<file path="src/rtl/fll_cfg_pkg.sv">
// Shared types and constants for the FLL configuration sequencer.
// State encoding, FLL register map and the latched request record.
package fll_cfg_pkg;

    typedef logic [2:0] fll_state_t;

    localparam fll_state_t ST_SYNC      = 3'd0;
    localparam fll_state_t ST_BOOT      = 3'd1;
    localparam fll_state_t ST_IDLE      = 3'd2;
    localparam fll_state_t ST_REQ       = 3'd3;
    localparam fll_state_t ST_RELEASE   = 3'd4;
    localparam fll_state_t ST_WAIT_LOCK = 3'd5;
    localparam fll_state_t ST_RESP      = 3'd6;

    localparam logic [1:0] FLL_STATUS  = 2'd0;
    localparam logic [1:0] FLL_CONFIG1 = 2'd1;
    localparam logic [1:0] FLL_CONFIG2 = 2'd2;
    localparam logic [1:0] FLL_INTEG   = 2'd3;

    typedef struct packed {
        logic        we;
        logic [1:0]  addr;
        logic [31:0] wdata;
    } fll_cfg_req_t;

    // A CONFIG1 write retunes the loop, so the sequencer must wait for relock.
    function automatic logic is_cfg1_write(input fll_cfg_req_t r);
        return r.we && (r.addr == FLL_CONFIG1);
    endfunction

endpackage

</file>
<file path="src/rtl/fll_cfg_rr_arb.sv">
// Round-robin requester select: first pending index at or above the pointer,
// wrapping to the lowest pending index; pointer advances past each grant.
module fll_cfg_rr_arb #(
    parameter int NUM_REQ = 2,
    parameter int IDX_W   = 1
) (
    input  logic               clk_i,
    input  logic               rst_ni,
    input  logic [NUM_REQ-1:0] req_i,
    input  logic               en_i,
    output logic               valid_o,
    output logic [IDX_W-1:0]   idx_o,
    output logic [NUM_REQ-1:0] gnt_oh_o
);
    import fll_cfg_pkg::*;

    logic [IDX_W-1:0] ptr_q, ptr_d;
    logic [IDX_W-1:0] idx_lo, idx_hi;
    logic             found_hi;

    always_comb begin
        idx_lo   = '0;
        idx_hi   = '0;
        found_hi = 1'b0;
        for (int j = NUM_REQ - 1; j >= 0; j--) begin
            if (req_i[j]) begin
                idx_lo = IDX_W'(j);
                if (j >= int'(ptr_q)) begin
                    idx_hi   = IDX_W'(j);
                    found_hi = 1'b1;
                end
            end
        end
        valid_o = |req_i;
        idx_o   = found_hi ? idx_hi : idx_lo;
    end

    always_comb begin
        for (int j = 0; j < NUM_REQ; j++) begin
            gnt_oh_o[j] = en_i && valid_o && (idx_o == IDX_W'(j));
        end
    end

    always_comb begin
        ptr_d = ptr_q;
        if (en_i && valid_o) begin
            ptr_d = (idx_o == IDX_W'(NUM_REQ - 1)) ? '0 : idx_o + 1'b1;
        end
    end

    always_ff @(posedge clk_i) begin
        if (!rst_ni) begin
            ptr_q <= '0;
        end else begin
            ptr_q <= ptr_d;
        end
    end

endmodule

</file>
<file path="src/rtl/fll_cfg_ctrl.sv">
// Configuration sequencer for one FLL macro: optional boot write, round-robin
// sharing of the 4-phase config port, and bounded relock wait after CONFIG1 writes.
module fll_cfg_ctrl #(
    parameter int          NUM_REQ      = 2,
    parameter int          LOCK_TIMEOUT = 1024,
    parameter bit          BOOT_EN      = 1'b1,
    parameter logic [31:0] BOOT_CFG1    = 32'h0000_05F5
) (
    input  logic                  clk_i,
    input  logic                  rst_ni,
    input  logic [NUM_REQ-1:0]    req_i,
    input  logic [NUM_REQ-1:0]    req_we_i,
    input  logic [2*NUM_REQ-1:0]  req_addr_i,
    input  logic [32*NUM_REQ-1:0] req_wdata_i,
    output logic [NUM_REQ-1:0]    gnt_o,
    output logic [NUM_REQ-1:0]    rvalid_o,
    output logic [31:0]           rdata_o,
    output logic                  rerr_o,
    output logic                  fll_req_o,
    input  logic                  fll_ack_i,
    output logic [1:0]            fll_add_o,
    output logic [31:0]           fll_data_o,
    input  logic [31:0]           fll_r_data_i,
    output logic                  fll_wrn_o,
    input  logic                  fll_lock_i,
    output logic                  busy_o,
    output logic                  boot_done_o,
    output logic                  lock_timeout_o
);
    import fll_cfg_pkg::*;

    localparam int IDX_W = (NUM_REQ > 1) ? $clog2(NUM_REQ) : 1;
    localparam int CNT_W = $clog2(LOCK_TIMEOUT + 1);

    fll_state_t       state_q, state_d;
    fll_cfg_req_t     tx_q, tx_d;
    logic [IDX_W-1:0] idx_q, idx_d;
    logic             boot_tx_q, boot_tx_d;
    logic [31:0]      rdata_q, rdata_d;
    logic             rerr_q, rerr_d;
    logic             lto_q, lto_d;
    logic             boot_done_q, boot_done_d;
    logic [CNT_W-1:0] cnt_q, cnt_d;

    logic             arb_valid;
    logic [IDX_W-1:0] arb_idx;
    logic [1:0]       addr_a  [NUM_REQ];
    logic [31:0]      wdata_a [NUM_REQ];

    for (genvar g = 0; g < NUM_REQ; g++) begin : g_unpack
        assign addr_a[g]   = req_addr_i[2*g +: 2];
        assign wdata_a[g]  = req_wdata_i[32*g +: 32];
        assign rvalid_o[g] = (state_q == ST_RESP) && !boot_tx_q && (idx_q == IDX_W'(g));
    end

    fll_cfg_rr_arb #(
        .NUM_REQ (NUM_REQ),
        .IDX_W   (IDX_W)
    ) u_arb (
        .clk_i    (clk_i),
        .rst_ni   (rst_ni),
        .req_i    (req_i),
        .en_i     (state_q == ST_IDLE),
        .valid_o  (arb_valid),
        .idx_o    (arb_idx),
        .gnt_oh_o (gnt_o)
    );

    always_comb begin
        state_d     = state_q;
        tx_d        = tx_q;
        idx_d       = idx_q;
        boot_tx_d   = boot_tx_q;
        rdata_d     = rdata_q;
        rerr_d      = rerr_q;
        lto_d       = lto_q;
        boot_done_d = boot_done_q;
        cnt_d       = cnt_q;
        case (state_q)
            // An ack still high here belongs to a handshake cut short by reset.
            ST_SYNC: begin
                if (!fll_ack_i) begin
                    if (BOOT_EN) begin
                        state_d = ST_BOOT;
                    end else begin
                        state_d     = ST_IDLE;
                        boot_done_d = 1'b1;
                    end
                end
            end
            ST_BOOT: begin
                tx_d      = '{we: 1'b1, addr: FLL_CONFIG1, wdata: BOOT_CFG1};
                boot_tx_d = 1'b1;
                rerr_d    = 1'b0;
                state_d   = ST_REQ;
            end
            ST_IDLE: begin
                if (arb_valid) begin
                    tx_d      = '{we: req_we_i[arb_idx], addr: addr_a[arb_idx], wdata: wdata_a[arb_idx]};
                    idx_d     = arb_idx;
                    boot_tx_d = 1'b0;
                    rerr_d    = 1'b0;
                    state_d   = ST_REQ;
                end
            end
            ST_REQ: begin
                if (fll_ack_i) begin
                    rdata_d = fll_r_data_i;
                    state_d = ST_RELEASE;
                end
            end
            ST_RELEASE: begin
                if (!fll_ack_i) begin
                    if (is_cfg1_write(tx_q)) begin
                        cnt_d   = '0;
                        state_d = ST_WAIT_LOCK;
                    end else begin
                        state_d = ST_RESP;
                    end
                end
            end
            ST_WAIT_LOCK: begin
                if (fll_lock_i) begin
                    lto_d   = 1'b0;
                    rerr_d  = 1'b0;
                    state_d = ST_RESP;
                end else if (cnt_q == CNT_W'(LOCK_TIMEOUT - 1)) begin
                    lto_d   = 1'b1;
                    rerr_d  = 1'b1;
                    state_d = ST_RESP;
                end else begin
                    cnt_d = cnt_q + 1'b1;
                end
            end
            ST_RESP: begin
                if (boot_tx_q) begin
                    boot_done_d = 1'b1;
                end
                state_d = ST_IDLE;
            end
            default: state_d = ST_SYNC;
        endcase
    end

    always_ff @(posedge clk_i) begin
        if (!rst_ni) begin
            state_q     <= ST_SYNC;
            tx_q        <= '0;
            idx_q       <= '0;
            boot_tx_q   <= 1'b0;
            rdata_q     <= '0;
            rerr_q      <= 1'b0;
            lto_q       <= 1'b0;
            boot_done_q <= 1'b0;
            cnt_q       <= '0;
        end else begin
            state_q     <= state_d;
            tx_q        <= tx_d;
            idx_q       <= idx_d;
            boot_tx_q   <= boot_tx_d;
            rdata_q     <= rdata_d;
            rerr_q      <= rerr_d;
            lto_q       <= lto_d;
            boot_done_q <= boot_done_d;
            cnt_q       <= cnt_d;
        end
    end

    assign fll_req_o      = (state_q == ST_REQ);
    assign fll_add_o      = tx_q.addr;
    assign fll_data_o     = tx_q.wdata;
    assign fll_wrn_o      = ~tx_q.we;
    assign rdata_o        = rdata_q;
    assign rerr_o         = rerr_q;
    assign busy_o         = (state_q != ST_IDLE);
    assign boot_done_o    = boot_done_q;
    assign lock_timeout_o = lto_q;

endmodule

</file>
<file path="config.mk">
export PLATFORM = sky130hd
export DESIGN_NAME = fll_cfg_ctrl
export DESIGN_NICKNAME = d
export VERILOG_FILES = /design/src/rtl/fll_cfg_pkg.sv /design/src/rtl/fll_cfg_rr_arb.sv /design/src/rtl/fll_cfg_ctrl.sv
export SDC_FILE = /design/constraint.sdc
export NUM_CORES = 1
export LEC_CHECK = 0
export ABC_AREA = 1
export BUFFER_PORTS_ARGS = -buffer_cell sky130_fd_sc_hd__clkbuf_2
export CAP_MARGIN = 20
export CORE_ASPECT_RATIO = 0.7
export CORE_MARGIN = 3
export CORE_UTILIZATION = 48
export CTS_CLUSTER_DIAMETER = 100
export DETAILED_ROUTE_END_ITERATION = 8
export GPL_TIMING_DRIVEN = 0
export PLACE_DENSITY = 0.88
export SLEW_MARGIN = 25
export SYNTH_ARGS = -nofsm -noshare
export SYNTH_HDL_FRONTEND = slang
export SYNTH_SLANG_ARGS = --single-unit
</file>
<file path="constraint.sdc">
create_clock -name clk_i -period 1.6 [get_ports clk_i]
set_input_delay 0.16 -clock clk_i [delete_from_list [all_inputs] [get_ports clk_i]]
set_output_delay 0.16 -clock clk_i [all_outputs]
set_load 0.05 [all_outputs]
</file>
-- Yosys cells after proc, flatten, opt, wreduce, memory -nomap -nowiden
Index checks and enable logic that the tools add are counted.
- bitwise operators: 4
- add/subtract/negate cells: 2
- equality and inequality tests: 17
- $lt $le $gt $ge: 3
- muxes and demuxes: 36
- reductions and logical operators: 22
- operators by type and width (kind ; count):
    32-bit two-way mux ; 3
    35-bit case mux with 2 select lines ; 1
    11-bit two-way mux ; 4
    35-bit two-way mux ; 1
    11-bit case mux with 2 select lines ; 1
    3-bit case mux with 7 select lines ; 1
    3-bit two-way mux ; 6
    1-bit two-way mux ; 13
    2-bit inequality test, second input constant ; 6
    11-bit by 1-bit adder with 11-bit output, second input constant ; 1
    11-bit by 10-bit == test with 1-bit output, second input constant ; 1
    2-bit AND reduction ; 5
    5-bit AND reduction ; 2
    3-bit == test, second input constant ; 3
    2-bit two-way mux ; 4
    1-bit logical AND ; 7
    3-bit by 2-bit == test with 1-bit output, second input constant ; 2
    2-bit nonzero test ; 3
    3-bit by 1-bit == test with 1-bit output, second input constant ; 1
    3-bit logical NOT ; 1
    3-bit by 2-bit inequality test with 1-bit output, second input constant ; 1
    3-bit inequality test, second input constant ; 1
    1-bit NOT ; 3
    1-bit case mux with 3 select lines ; 1
    12 further kinds ; 12
- output and inout port bits: 76
- flip-flop bits (word level): 87

-- Logic depth before layout (Yosys ltp)
- word-level depth: 10
- depth in mapped cells: 11

-- Modules after synthesis
Synthesis repeated with hierarchy kept, for this count alone.
- cell total of the unflattened synthesis: 587
- area, all modules: 4391.7 um^2
- by module, submodules not included (module ; area each (um^2) ; cells each ; instances ; sequential area each (um^2)):
    fll_cfg_ctrl ; 4304.1 ; 571 ; 1 ; 1721.7
    fll_cfg_rr_arb ; 87.6 ; 16 ; 1 ; 20.0

-- Worst setup path after synthesis
Ideal clock, no wire load.
- path type: register -> output
- start: reg state_q[2]
- end: out rvalid_o[1]
- required time: 1.440 ns
- slack: -0.467 ns
- data arrival time: 1.907 ns
- cell stages (with the launch flop): 6
- cells stage by stage: dfxtp_1 > buf_6 > inv_4 > nor3_1 > inv_1 > nor3b_1
- longest elaborated chain between the ends: 3
- RTL lines (what ; line ; text):
    from (decl) ; fll_cfg_ctrl.sv:35 ; fll_state_t state_q, state_d;
    from (signal assigned) ; fll_cfg_ctrl.sv:157 ; state_q <= state_d;
    3-bit == test ; fll_cfg_ctrl.sv:53 ; assign rvalid_o[g] = (state_q == ST_RESP) && !boot_tx_q && (idx_q == IDX_W'(g));
    1-bit logical AND (2 in series) ; fll_cfg_ctrl.sv:53 ;
    to (decl) ; fll_cfg_ctrl.sv:16 ; output logic [NUM_REQ-1:0] rvalid_o,
Every way passes these cells.

-- Worst setup path after layout
- start: reg state_q[0]
- end: out rvalid_o[1]
Same word-level chain as after synthesis.

==> results.cfg <==
[floorplan]
rows = 27
die_wd_um = 118
io-pin-count = 184
design.die.area_um2 = 9920
placeableCoreArea_um2 = 8180
dieHeight_um = 84.2
starting_density_pct = 51.3

[worst_setup_path]
end_kind = primary output
critical_path.max_fanout = 8
r2r_cells = 9
worstReg2RegStart = state_q[2]$_SDFFE_PN0P_
path_class = reg2out
timing.reg2reg.setup_slack_ns = 0.04
worst-endpoint-required_ns = 1.44
crit_path_end = rvalid_o[1]
r2r-end = state_q[2]$_SDFFE_PN0P_
crit_arrival_ns = 1.50
worstSetupStartpointType = flip-flop
cp-startpoint = state_q[0]$_SDFFE_PN0P_

[cts]
clk-insertion-delay-late_ns = 0.34
tritoncts = done
clock_tree.root_cell = sky130_fd_sc_hd__clkbuf_16
clkSlewWorstSetupHoldPaths_ns = 0.06
tritoncts.num_buffers = 9
cts.sink_count = 87
cts_hold_repair.buffers = 0
htree_num_levels = 3
max-clock-path-buffers = 2

[timing]
finalMaxSlewViolations = 0
final_hold_viol_count = 0
final.setup.worst_slack_ns = -0.0584
setup_viol = 1
rsz0062_at_grt = true
timing.max_slew.rel_slack_pct = 64.0
achievable_clock_frequency_ghz = 0.603
skew_ns = 0.00889
worst_slew_pin_slew_ns = 0.539
layout_min_cycle_time_ns = 1.66
final.period_utilization_pct = 104

[logic_synthesis]
portion_of_the_post_synthesis_area_used_by_sequential_elements_pct = 41.5
yosys_register_bits = 87
dominant_cell_by_count_in_the_synthesized_netlist = sky130_fd_sc_hd__nand2_1
synthTopCellsByArea = sky130_fd_sc_hd__dfxtp_1, sky130_fd_sc_hd__a21oi_1, sky130_fd_sc_hd__nand2_1, sky130_fd_sc_hd__buf_4, sky130_fd_sc_hd__nor2_1
postSynth.topFlopCell = sky130_fd_sc_hd__dfxtp_1
synthesis.nets = 701
async_flop_share_pct = 0
number_of_library_cell_types_mapped_by_synthesis = 32
post_synthesis_instance_total = 592
synth.largest_area_cell = sky130_fd_sc_hd__dfxtp_1
most_used_standard_cells_in_the_synthesized_netlist = sky130_fd_sc_hd__nand2_1, sky130_fd_sc_hd__a21oi_1, sky130_fd_sc_hd__dfxtp_1
syn_area_per_cell_um2 = 7.09
netlist_area_um2 = 4200
synth_edf_count = 0
yosys.area.top_type_share_pct = 41.5
synth_warnings = 0

[place]
port_buffers = 182
gp_routability_congestion = 0.904
placed_area_um2 = 5270
hpwlAfterDp_mm = 9.69
post-place-ws_ns = -0.145

[power]
pwr-share-comb_pct = 35.4
p_clk_share_pct = 28.3
seqPwrFrac_pct = 36.2
vdd_ir_drop_max_uv = 1120
cellPowerDensity_nw_per_um2 = 1180
sw_frac_of_total_pct = 37.6
total_leakage_power_nw = 2.70
power.switching_mw = 2.58
internal_power_mw = 4.27

[layout]
seqCellArea_um2 = 1750
multiInputGateArea_um2 = 2010
postLayoutCellArea_um2 = 5820
fillerInstances = 629
drive_above_1_share_pct = 38.7
final_nets = 906
diodes = 0
synthToLayoutAreaGrowth_pct = 38.6

[outcome]
violations = setup timing
run_status = finished, violations left

[hold_path]
min_path_type = in2reg

[route]
initialDrtViolationCount = 361
drtAntennaViolNets = 0
overall_via_count_from_detail_route = 4834
drt_pre_antenna_iters = 6
route.detailed.wl_per_inst_um = 14.7
viasPerCell = 5.27
drt_wl_total_mm = 13.5
drcViolationCount = 0

[grt]
number_of_global_route_vias_before_repair = 4489
globalRouteOverflowTotal = 0
antenna_violations_before_repair = 0
global_route_wire_length_before_repair_mm = 20.6
gr-usage-all-layers_pct = 25.0
pin_count_of_the_biggest_net_entering_global_routing = 15

[job]
drv_cap = 0
## stage by stage
step / utilization [%] / power, mW / TNS, ns / std cells / hold WS (ns)
final: 71.2 / 6.85 / -0.0584 / 918 / 0.0476
after CTS: 69.8 / 6.78 / -0.00842 / 913 / 0.0379
after global placement: 64.5 / 4.67 / -0.393 / 890 / 0.394
after floorplan: - / 4.18 / 0 / 592 / 0.249
after global routing: 71.2 / 7.15 / -0.189 / 918 / 0.0568
after detailed placement: 64.5 / 4.73 / -2.88 / 890 / 0.400
## flip-flops by register name (all words and copies together), names as in the netlist
register,cells
boot_done_o,1
boot_tx_q,1
cnt_q,11
fll_add_o,2
fll_data_o,32
idx_q,1
lock_timeout_o,1
rdata_o,32
rerr_o,1
state_q,3
tx_q,1
u_arb.ptr_q,1
## layer usage
layer	vias up	wire length (um)	GRT usage, %
met5	-	0	0
met4	0	456	10.9
met3	58	1270	6.80
met2	274	6330	41.3
met1	2183	5430	30.8
li1	2319	-	-
## how the worst min path moves through the flow
stage               startpoint                     endpoint  cells after the start
4_1_cts        req_wdata_i[10]  fll_data_o[10]$_SDFFE_PN0P_                      3
2_1_floorplan       fll_lock_i  lock_timeout_o$_SDFFE_PN0P_                      1
3_5_place_dp    req_wdata_i[6]   fll_data_o[6]$_SDFFE_PN0P_                      3
3_3_place_gp    req_wdata_i[7]   fll_data_o[7]$_SDFFE_PN0P_                      3
6_report       req_wdata_i[10]  fll_data_o[10]$_SDFFE_PN0P_                      3
5_1_grt         req_wdata_i[7]   fll_data_o[7]$_SDFFE_PN0P_                      3
## power by group through the flow
stage	logic [mW]	clock network, mW	registers, mW
floorplan	1.60	0	2.59
global placement	2.16	0	2.51
detailed placement	2.21	0	2.52
CTS	2.32	1.98	2.48
global route	2.57	2.07	2.51
finish	2.43	1.94	2.48
## final cells by class
class	count	share of cell area [%]
multi-input cells	409	34.5
inverters	29	2.24
clock buffers	12	4.24
flip-flops and latches	87	30.1
well taps	116	2.49
plain buffers	66	7.74
repair buffers	195	18.1
clock inverters	4	0.538
## cell usage in the layout, fill, tap and decap left out, types with 11 or more instances in the layout
| cell | Yosys | routed |
|---|---|---|
| sky130_fd_sc_hd__a21oi_1 | 93 | 91 |
| sky130_fd_sc_hd__buf_4 | 36 | 49 |
| sky130_fd_sc_hd__clkbuf_1 | 17 | 18 |
| sky130_fd_sc_hd__clkbuf_2 | 0 | 178 |
| sky130_fd_sc_hd__dfxtp_1 | 87 | 83 |
| sky130_fd_sc_hd__inv_1 | 21 | 19 |
| sky130_fd_sc_hd__nand2_1 | 122 | 119 |
| sky130_fd_sc_hd__nand3_1 | 45 | 45 |
| sky130_fd_sc_hd__nor2_1 | 68 | 63 |
| sky130_fd_sc_hd__nor2_2 | 11 | 11 |
| sky130_fd_sc_hd__o21ai_0 | 33 | 32 |
## critical path, cell delays in order (launching register included)
cell,delay [ns]
sky130_fd_sc_hd__dfxtp_2,0.32
sky130_fd_sc_hd__buf_8,0.14
sky130_fd_sc_hd__nor3_4,0.21
sky130_fd_sc_hd__inv_2,0.07
sky130_fd_sc_hd__nor3b_2,0.19
sky130_fd_sc_hd__clkbuf_8,0.22
## repair_timing
action                     in CTS  in global routing
buffers inserted                7                  6
pin swaps                       5                  6
cloned                          1                  0
hold endpoints to repair        0                  0
setup endpoints to repair      48                 60
gates resized for setup        32                 24
## kinds of logic (layout without fill, tap and decap cells)
group,count (synthesis),in the layout,share of synthesized area (%)
adders and majority gates,1,1,0.298
buffers and inverters,97,306,13.1
AOI/OAI and AO/OA,139,139,16.8
and+or+nand+nor,268,269,28.3
DFF,87,87,41.5
Power figures use the tool's default switching activity.
